<file path="src/rtl/seg_scan_if.sv">
// Display-side bundle for seg_scan_ctrl: captured display inputs and the
// active-low pin outputs. The slave modport is the controller's view.
interface seg_scan_if;
   logic [15:0] value;
   logic [3:0]  blank;
   logic [3:0]  minus;
   logic [3:0]  dp_mask;
   logic [6:0]  seg;
   logic [3:0]  an;
   logic        dp;
   logic        frame;

   modport master (
      output value, blank, minus, dp_mask,
      input  seg, an, dp, frame
   );

   modport slave (
      input  value, blank, minus, dp_mask,
      output seg, an, dp, frame
   );
endinterface

</file>
<file path="src/rtl/seg_scan_ctrl.sv">
// Time-multiplexed four-digit seven-segment scanner. Inputs are captured
// once per frame into shadow registers so a frame never shows mixed values.
module seg_scan_ctrl #(
   parameter int DIGIT_TICKS = 100000
) (
   input logic       clkin,
   input logic       btnR,
   seg_scan_if.slave bus
);

   localparam int             PW       = $clog2(DIGIT_TICKS);
   localparam logic [PW-1:0]  PRE_LAST = PW'(DIGIT_TICKS - 1);
   localparam logic [PW-1:0]  PRE_ONE  = PW'(1);

   typedef enum logic {ST_OFF = 1'b0, ST_SCAN = 1'b1} state_t;

   state_t        r_state;
   logic [PW-1:0] r_pre;
   logic [1:0]    r_idx;
   logic [15:0]   r_val;
   logic [3:0]    r_blank;
   logic [3:0]    r_minus;
   logic [3:0]    r_dpm;
   logic [6:0]    r_seg;
   logic [3:0]    r_an;
   logic          r_dp;
   logic          r_frame;

   state_t        w_state_nxt;
   logic [PW-1:0] w_pre_nxt;
   logic [1:0]    w_idx_nxt;
   logic          w_load;
   logic [15:0]   w_val_nxt;
   logic [3:0]    w_blank_nxt;
   logic [3:0]    w_minus_nxt;
   logic [3:0]    w_dpm_nxt;
   logic [3:0]    w_nib;
   logic [6:0]    w_seg_nxt;
   logic [3:0]    w_an_nxt;
   logic          w_dp_nxt;

   function automatic logic [6:0] hex_to_seg(input logic [3:0] nib);
      case (nib)
         4'h0:    hex_to_seg = 7'h40;
         4'h1:    hex_to_seg = 7'h79;
         4'h2:    hex_to_seg = 7'h24;
         4'h3:    hex_to_seg = 7'h30;
         4'h4:    hex_to_seg = 7'h19;
         4'h5:    hex_to_seg = 7'h12;
         4'h6:    hex_to_seg = 7'h02;
         4'h7:    hex_to_seg = 7'h78;
         4'h8:    hex_to_seg = 7'h00;
         4'h9:    hex_to_seg = 7'h10;
         4'hA:    hex_to_seg = 7'h08;
         4'hB:    hex_to_seg = 7'h03;
         4'hC:    hex_to_seg = 7'h46;
         4'hD:    hex_to_seg = 7'h21;
         4'hE:    hex_to_seg = 7'h06;
         4'hF:    hex_to_seg = 7'h0E;
         default: hex_to_seg = 7'h7F;
      endcase
   endfunction

   // Next-state, shadow reload and decode of the digit shown after this edge.
   always_comb begin
      w_state_nxt = r_state;
      w_pre_nxt   = r_pre;
      w_idx_nxt   = r_idx;
      w_load      = 1'b0;
      case (r_state)
         ST_OFF: begin
            w_state_nxt = ST_SCAN;
            w_pre_nxt   = '0;
            w_idx_nxt   = 2'd0;
            w_load      = 1'b1;
         end
         ST_SCAN: begin
            if (r_pre == PRE_LAST) begin
               w_pre_nxt = '0;
               w_idx_nxt = r_idx + 2'd1;
               w_load    = (r_idx == 2'd3);
            end else begin
               w_pre_nxt = r_pre + PRE_ONE;
            end
         end
         default: begin
            w_state_nxt = ST_OFF;
         end
      endcase

      if (w_load) begin
         w_val_nxt   = bus.value;
         w_blank_nxt = bus.blank;
         w_minus_nxt = bus.minus;
         w_dpm_nxt   = bus.dp_mask;
      end else begin
         w_val_nxt   = r_val;
         w_blank_nxt = r_blank;
         w_minus_nxt = r_minus;
         w_dpm_nxt   = r_dpm;
      end

      // Decode priority: blank over minus over hex nibble.
      w_nib = w_val_nxt[{w_idx_nxt, 2'b00} +: 4];
      if (w_blank_nxt[w_idx_nxt]) begin
         w_an_nxt  = 4'hF;
         w_seg_nxt = 7'h7F;
         w_dp_nxt  = 1'b1;
      end else begin
         w_an_nxt  = ~(4'b0001 << w_idx_nxt);
         w_seg_nxt = w_minus_nxt[w_idx_nxt] ? 7'h3F : hex_to_seg(w_nib);
         w_dp_nxt  = ~w_dpm_nxt[w_idx_nxt];
      end
   end

   // State, counters, shadow and output registers.
   always_ff @(posedge clkin or posedge btnR) begin
      if (btnR) begin
         r_state <= ST_OFF;
         r_pre   <= '0;
         r_idx   <= 2'd0;
         r_val   <= 16'h0000;
         r_blank <= 4'hF;
         r_minus <= 4'h0;
         r_dpm   <= 4'h0;
         r_seg   <= 7'h7F;
         r_an    <= 4'hF;
         r_dp    <= 1'b1;
         r_frame <= 1'b0;
      end else begin
         r_state <= w_state_nxt;
         r_pre   <= w_pre_nxt;
         r_idx   <= w_idx_nxt;
         r_val   <= w_val_nxt;
         r_blank <= w_blank_nxt;
         r_minus <= w_minus_nxt;
         r_dpm   <= w_dpm_nxt;
         r_seg   <= w_seg_nxt;
         r_an    <= w_an_nxt;
         r_dp    <= w_dp_nxt;
         r_frame <= w_load;
      end
   end

   assign bus.seg   = r_seg;
   assign bus.an    = r_an;
   assign bus.dp    = r_dp;
   assign bus.frame = r_frame;

endmodule

</file>
<file path="src/flat_wrapper.sv">
// flat-port wrapper written by rule: the top's interface ports become plain ports
module seg_scan_ctrl_flat 
#(
   parameter int DIGIT_TICKS = 100000
)
  (clkin, btnR, bus_value, bus_blank, bus_minus, bus_dp_mask, bus_seg, bus_an, bus_dp, bus_frame);
  seg_scan_if bus_i ();
  input logic clkin;
  input logic btnR;
  input wire logic [$bits(bus_i.value)-1:0] bus_value;
  input wire logic [$bits(bus_i.blank)-1:0] bus_blank;
  input wire logic [$bits(bus_i.minus)-1:0] bus_minus;
  input wire logic [$bits(bus_i.dp_mask)-1:0] bus_dp_mask;
  output wire logic [$bits(bus_i.seg)-1:0] bus_seg;
  output wire logic [$bits(bus_i.an)-1:0] bus_an;
  output wire logic [$bits(bus_i.dp)-1:0] bus_dp;
  output wire logic [$bits(bus_i.frame)-1:0] bus_frame;
  assign bus_i.value = bus_value;
  assign bus_i.blank = bus_blank;
  assign bus_i.minus = bus_minus;
  assign bus_i.dp_mask = bus_dp_mask;
  assign bus_seg = bus_i.seg;
  assign bus_an = bus_i.an;
  assign bus_dp = bus_i.dp;
  assign bus_frame = bus_i.frame;
  seg_scan_ctrl #(.DIGIT_TICKS(DIGIT_TICKS)) u_core (.clkin(clkin), .btnR(btnR), .bus(bus_i));
endmodule
</file>
<file path="config.mk">
export PLATFORM = sky130hd
export DESIGN_NAME = seg_scan_ctrl_flat
export DESIGN_NICKNAME = d
export VERILOG_FILES = /design/src/rtl/seg_scan_if.sv /design/src/rtl/seg_scan_ctrl.sv /design/src/flat_wrapper.sv
export SDC_FILE = /design/constraint.sdc
export NUM_CORES = 1
export LEC_CHECK = 0
export CORE_UTILIZATION = 45
export CTS_CLUSTER_DIAMETER = 100
export CTS_CLUSTER_SIZE = 12
export DETAILED_ROUTE_END_ITERATION = 10
export PLACE_DENSITY_LB_ADDON = 0.1
export SLEW_MARGIN = 40
export SYNTH_ARGS = -nofsm -noshare
export SYNTH_HDL_FRONTEND = slang
export SYNTH_SLANG_ARGS = --single-unit
</file>
<file path="constraint.sdc">
create_clock -name clkin -period 4.5 [get_ports clkin]
set_clock_uncertainty 0.1 [all_clocks]
set_input_delay 0.45 -clock clkin [delete_from_list [all_inputs] [get_ports clkin]]
set_output_delay 0.45 -clock clkin [all_outputs]
set_load 0.05 [all_outputs]
</file>
==> impl_metrics.py <==
metrics = {
    "layout": {
        "insertedDiodeCount": 0,
        "areaGrowthSynthToFinish_pct": 20.9,
        "layout_common_cells": "45 x nand2_1, 45 x dfrtp_1, 42 x clkdlybuf4s50_1",
        "layout-drive-gt1-share_pct": 20.5,
        "final_nets": 375,
        "nFillCells": 576,
    },
    "power": {
        "intPower_uw": 959,
        "vdd_drop_max_v": 0.000167,
        "p_clk_share_pct": 36.6,
        "p_sw_share_pct": 26.7,
        "power_density_mw_per_mm2": 340,
        "leakagePower_uw": 0.00174,
        "p_seq_share_pct": 46.4,
        "comb_power_share_pct": 17.0,
        "p_switching_uw": 349,
    },
    "min_path": {
        "min_from": "u_core.r_dpm[2]",
        "min_path_type": "flip-flop to flip-flop",
        "min_path_cells": 2,
        "min_to": "u_core.r_dpm[2]",
    },
    "place": {
        "dp_hpwl_mm": 4.63,
        "io_buffers": 42,
        "place.gp.congestion": 0.796,
    },
    "status": {
        "status": "completed",
    },
    "setup_path": {
        "r2r-start": "u_core.r_pre[0]",
        "slowest_delay_ns": 0.59,
        "cp_slowest_cell": "a21boi_2",
        "crit_arrival_ns": 4.04,
        "cpMostUsedCell": "mux2_2",
        "worstPathMaxFanout": 12,
        "crit_path_cell_trace": "ha_1 > and4_1 > and4_1 > a21boi_2 > mux2_2 > mux2_2 > mux2_2 > ha_1 > or3_1 > o311ai_0 > o21ai_1",
        "r2r_cells": 11,
        "critPathLaunchType": "flip-flop",
        "path_class": "flip-flop to flip-flop",
        "cp-end-kind": "flip-flop",
        "r2r_slack_ns": 0.61,
        "reg2reg_to": "u_core.bus.seg[0]",
        "cp.required_ns": 4.65,
    },
    "routing": {
        "wire_per_inst_um": 14.8,
        "drt_iter0_drc": 68,
        "drt-total-wl_mm": 6.48,
        "vias_per_cell": 5.07,
        "num_vias": 2215,
        "drcViolationCount": 0,
        "first_pass_iters": 4,
        "ant_nets": 0,
    },
    "synthesis": {
        "yosysTopAreaCellShare_pct": 35.4,
        "synthFlopType": "dfrtp_1",
        "synth_area_mm2": 0.00318,
        "synthCells": 290,
        "ys_async_sr_fraction_pct": 100,
        "yosysTopAreaCell": "dfrtp_1",
        "syn_area_per_cell_um2": 11.0,
        "synth-seq-area-share_pct": 48.7,
        "synthTopCellsByArea": "dfrtp_1 35%, dfstp_2 13%, mux2_2 5.3%",
        "synth_edf_count": 0,
        "synth.ff_latch_count": 61,
        "synth_warnings": 0,
        "syn-num-nets": 329,
        "synth_cell_types": 55,
    },
    "timing": {
        "whs_ns": 0.365,
        "hold_viol": 0,
        "tightest_slew_ns": 0.695,
        "min_period_ns": 3.89,
        "fmax_ghz": 0.257,
        "slew_headroom_pct": 53.4,
        "tns_ns": 0,
        "rsz0062_at_grt": "no",
        "setup_violations": 0,
        "maxSlewViolCount": 0,
        "min_period_over_period_pct": 86.5,
    },
    "clock_tree": {
        "hold_buffers": 0,
        "cts_setup_buffers": 0,
        "h-tree-depth": 3,
        "cts_root_buffer": "clkbuf_8",
        "clk_latency_ns": 0.34,
        "cts.clk_slew.worst_paths_ns": 0.07,
        "cts_tree": "yes",
        "cts_resized": 0,
        "clockBufferDepth": 2,
        "cts.sinks": 61,
        "cts_buffers": 9,
    },
    "die": {
        "die_h_um": 86.0,
        "fp.dieW_um": 86.0,
        "row_count": 30,
        "io_pins": 43,
        "start_util_pct": 46.8,
        "fp.dieArea_mm2": 0.00740,
        "core_area_mm2": 0.00679,
    },
    "run": {
        "drv_cap": 0,
    },
    "global_route": {
        "grt_pass1_wl_mm": 10.9,
        "grt_antenna_before_repair": 0,
        "grt_max_degree": 47,
        "grtUsageTotal_pct": 19.4,
        "grt_pass1_vias": 2268,
        "grt_overflow_total": 0,
    },
}
-- logic make-up (layout without fill, tap and decap cells) --
| kind of cell | count (synthesis) | count (layout) | share of synthesized area (%) |
|---|---|---|---|
| and+or+nand+nor | 105 | 105 | 15.9 |
| DFF | 61 | 61 | 48.7 |
| muxes | 37 | 37 | 13.5 |
| AOI/OAI and AO/OA | 33 | 33 | 8.70 |
| buffers and inverters | 28 | 79 | 5.12 |
| xor gates and xnor gates | 16 | 16 | 4.41 |
| adders and majority gates | 9 | 9 | 3.54 |
| other | 1 | 1 | 0.118 |
-- cell usage after synthesis (3+ instances only) --
master / count
nand2_1: 45
o211ai_1: 5
dfstp_2: 16
nand4_1: 4
nand3_1: 13
xnor2_1: 5
nor2_1: 24
or3_1: 3
buf_6: 4
a21oi_1: 4
mux2_4: 5
inv_1: 15
mux2i_1: 15
mux2_2: 15
o21ai_0: 4
dfrtp_1: 45
xor2_1: 11
and3_1: 4
ha_1: 9
-- per-stage QoR --
step / std cells / setup slack, ns / util [%] / power, µW / area [µm²]
5_1_grt: 437 / 0.401 / 56.6 / 1370 / 3840
3_3_place_gp: 421 / 0.713 / 53.7 / 835 / 3650
4_1_cts: 437 / 0.606 / 56.6 / 1320 / 3840
2_1_floorplan: 290 / 1.04 / - / 767 / 3180
3_5_place_dp: 421 / 0.616 / 53.7 / 840 / 3650
6_report: 437 / 0.608 / 56.6 / 1310 / 3840
-- worst max path at each step --
stage	to	cells after the start	slack, ns	startpoint
finish	u_core.bus.seg[0]	11	0.61	u_core.r_pre[0]
global route	u_core.bus.seg[0]	11	0.40	u_core.r_pre[0]
CTS	u_core.bus.seg[0]	11	0.61	u_core.r_pre[0]
detailed placement	u_core.bus.seg[0]	11	0.62	u_core.r_pre[0]
global placement	u_core.bus.seg[0]	11	0.71	u_core.r_pre[0]
floorplan	u_core.bus.seg[0]	14	1.04	u_core.r_pre[0]
-- power groups by stage --
| stage | Sequential (µW) | Combinational [µW] | Clock (µW) |
|---|---|---|---|
| 2_1_floorplan | 648 | 119 | 0 |
| 4_1_cts | 607 | 224 | 492 |
| 3_3_place_gp | 615 | 220 | 0 |
| 5_1_grt | 610 | 243 | 517 |
| 6_report | 607 | 222 | 479 |
| 3_5_place_dp | 616 | 224 | 0 |
-- state kept, by name (all words and copies together), names as in the netlist --
| signal | cells |
|---|---|
| u_core.bus.an | 4 |
| u_core.r_minus | 4 |
| u_core.bus.seg | 7 |
| u_core.r_dpm | 4 |
| u_core.bus.dp | 1 |
| u_core.r_pre | 17 |
| u_core.r_val | 16 |
| u_core.r_state | 1 |
| u_core.r_idx | 2 |
| u_core.r_blank | 4 |
| u_core.bus.frame | 1 |
-- cell type report --
type | count | area (µm²) | share of cell area (%)
clock buffer | 12 | 145 | 3.78
clock inverter | 4 | 47.5 | 1.24
inverter | 18 | 72.6 | 1.89
multi-input combinational | 201 | 1470 | 38.2
sequential | 61 | 1550 | 40.2
tap | 96 | 120 | 3.12
timing repair buffer | 45 | 443 | 11.5
-- critical path, delay by kind of cell, from the launching register on --
| kind | cells | cell delay (ns) |
|---|---|---|
| fa+ha+maj | 2 | 0.54 |
| mux | 3 | 1.01 |
| simple gates | 3 | 0.93 |
| flops | 1 | 0.41 |
| compound gates | 3 | 0.81 |
-- routing by layer --
layer / GRT usage (%) / vias to the layer above / wire length, µm
li1: - / 1085 / -
met1: 27.7 / 1081 / 3270
met5: 0 / - / 0
met4: 8.64 / 0 / 111
met2: 28.8 / 41 / 2910
met3: 3.27 / 8 / 199
Power figures use the tool's default switching activity.
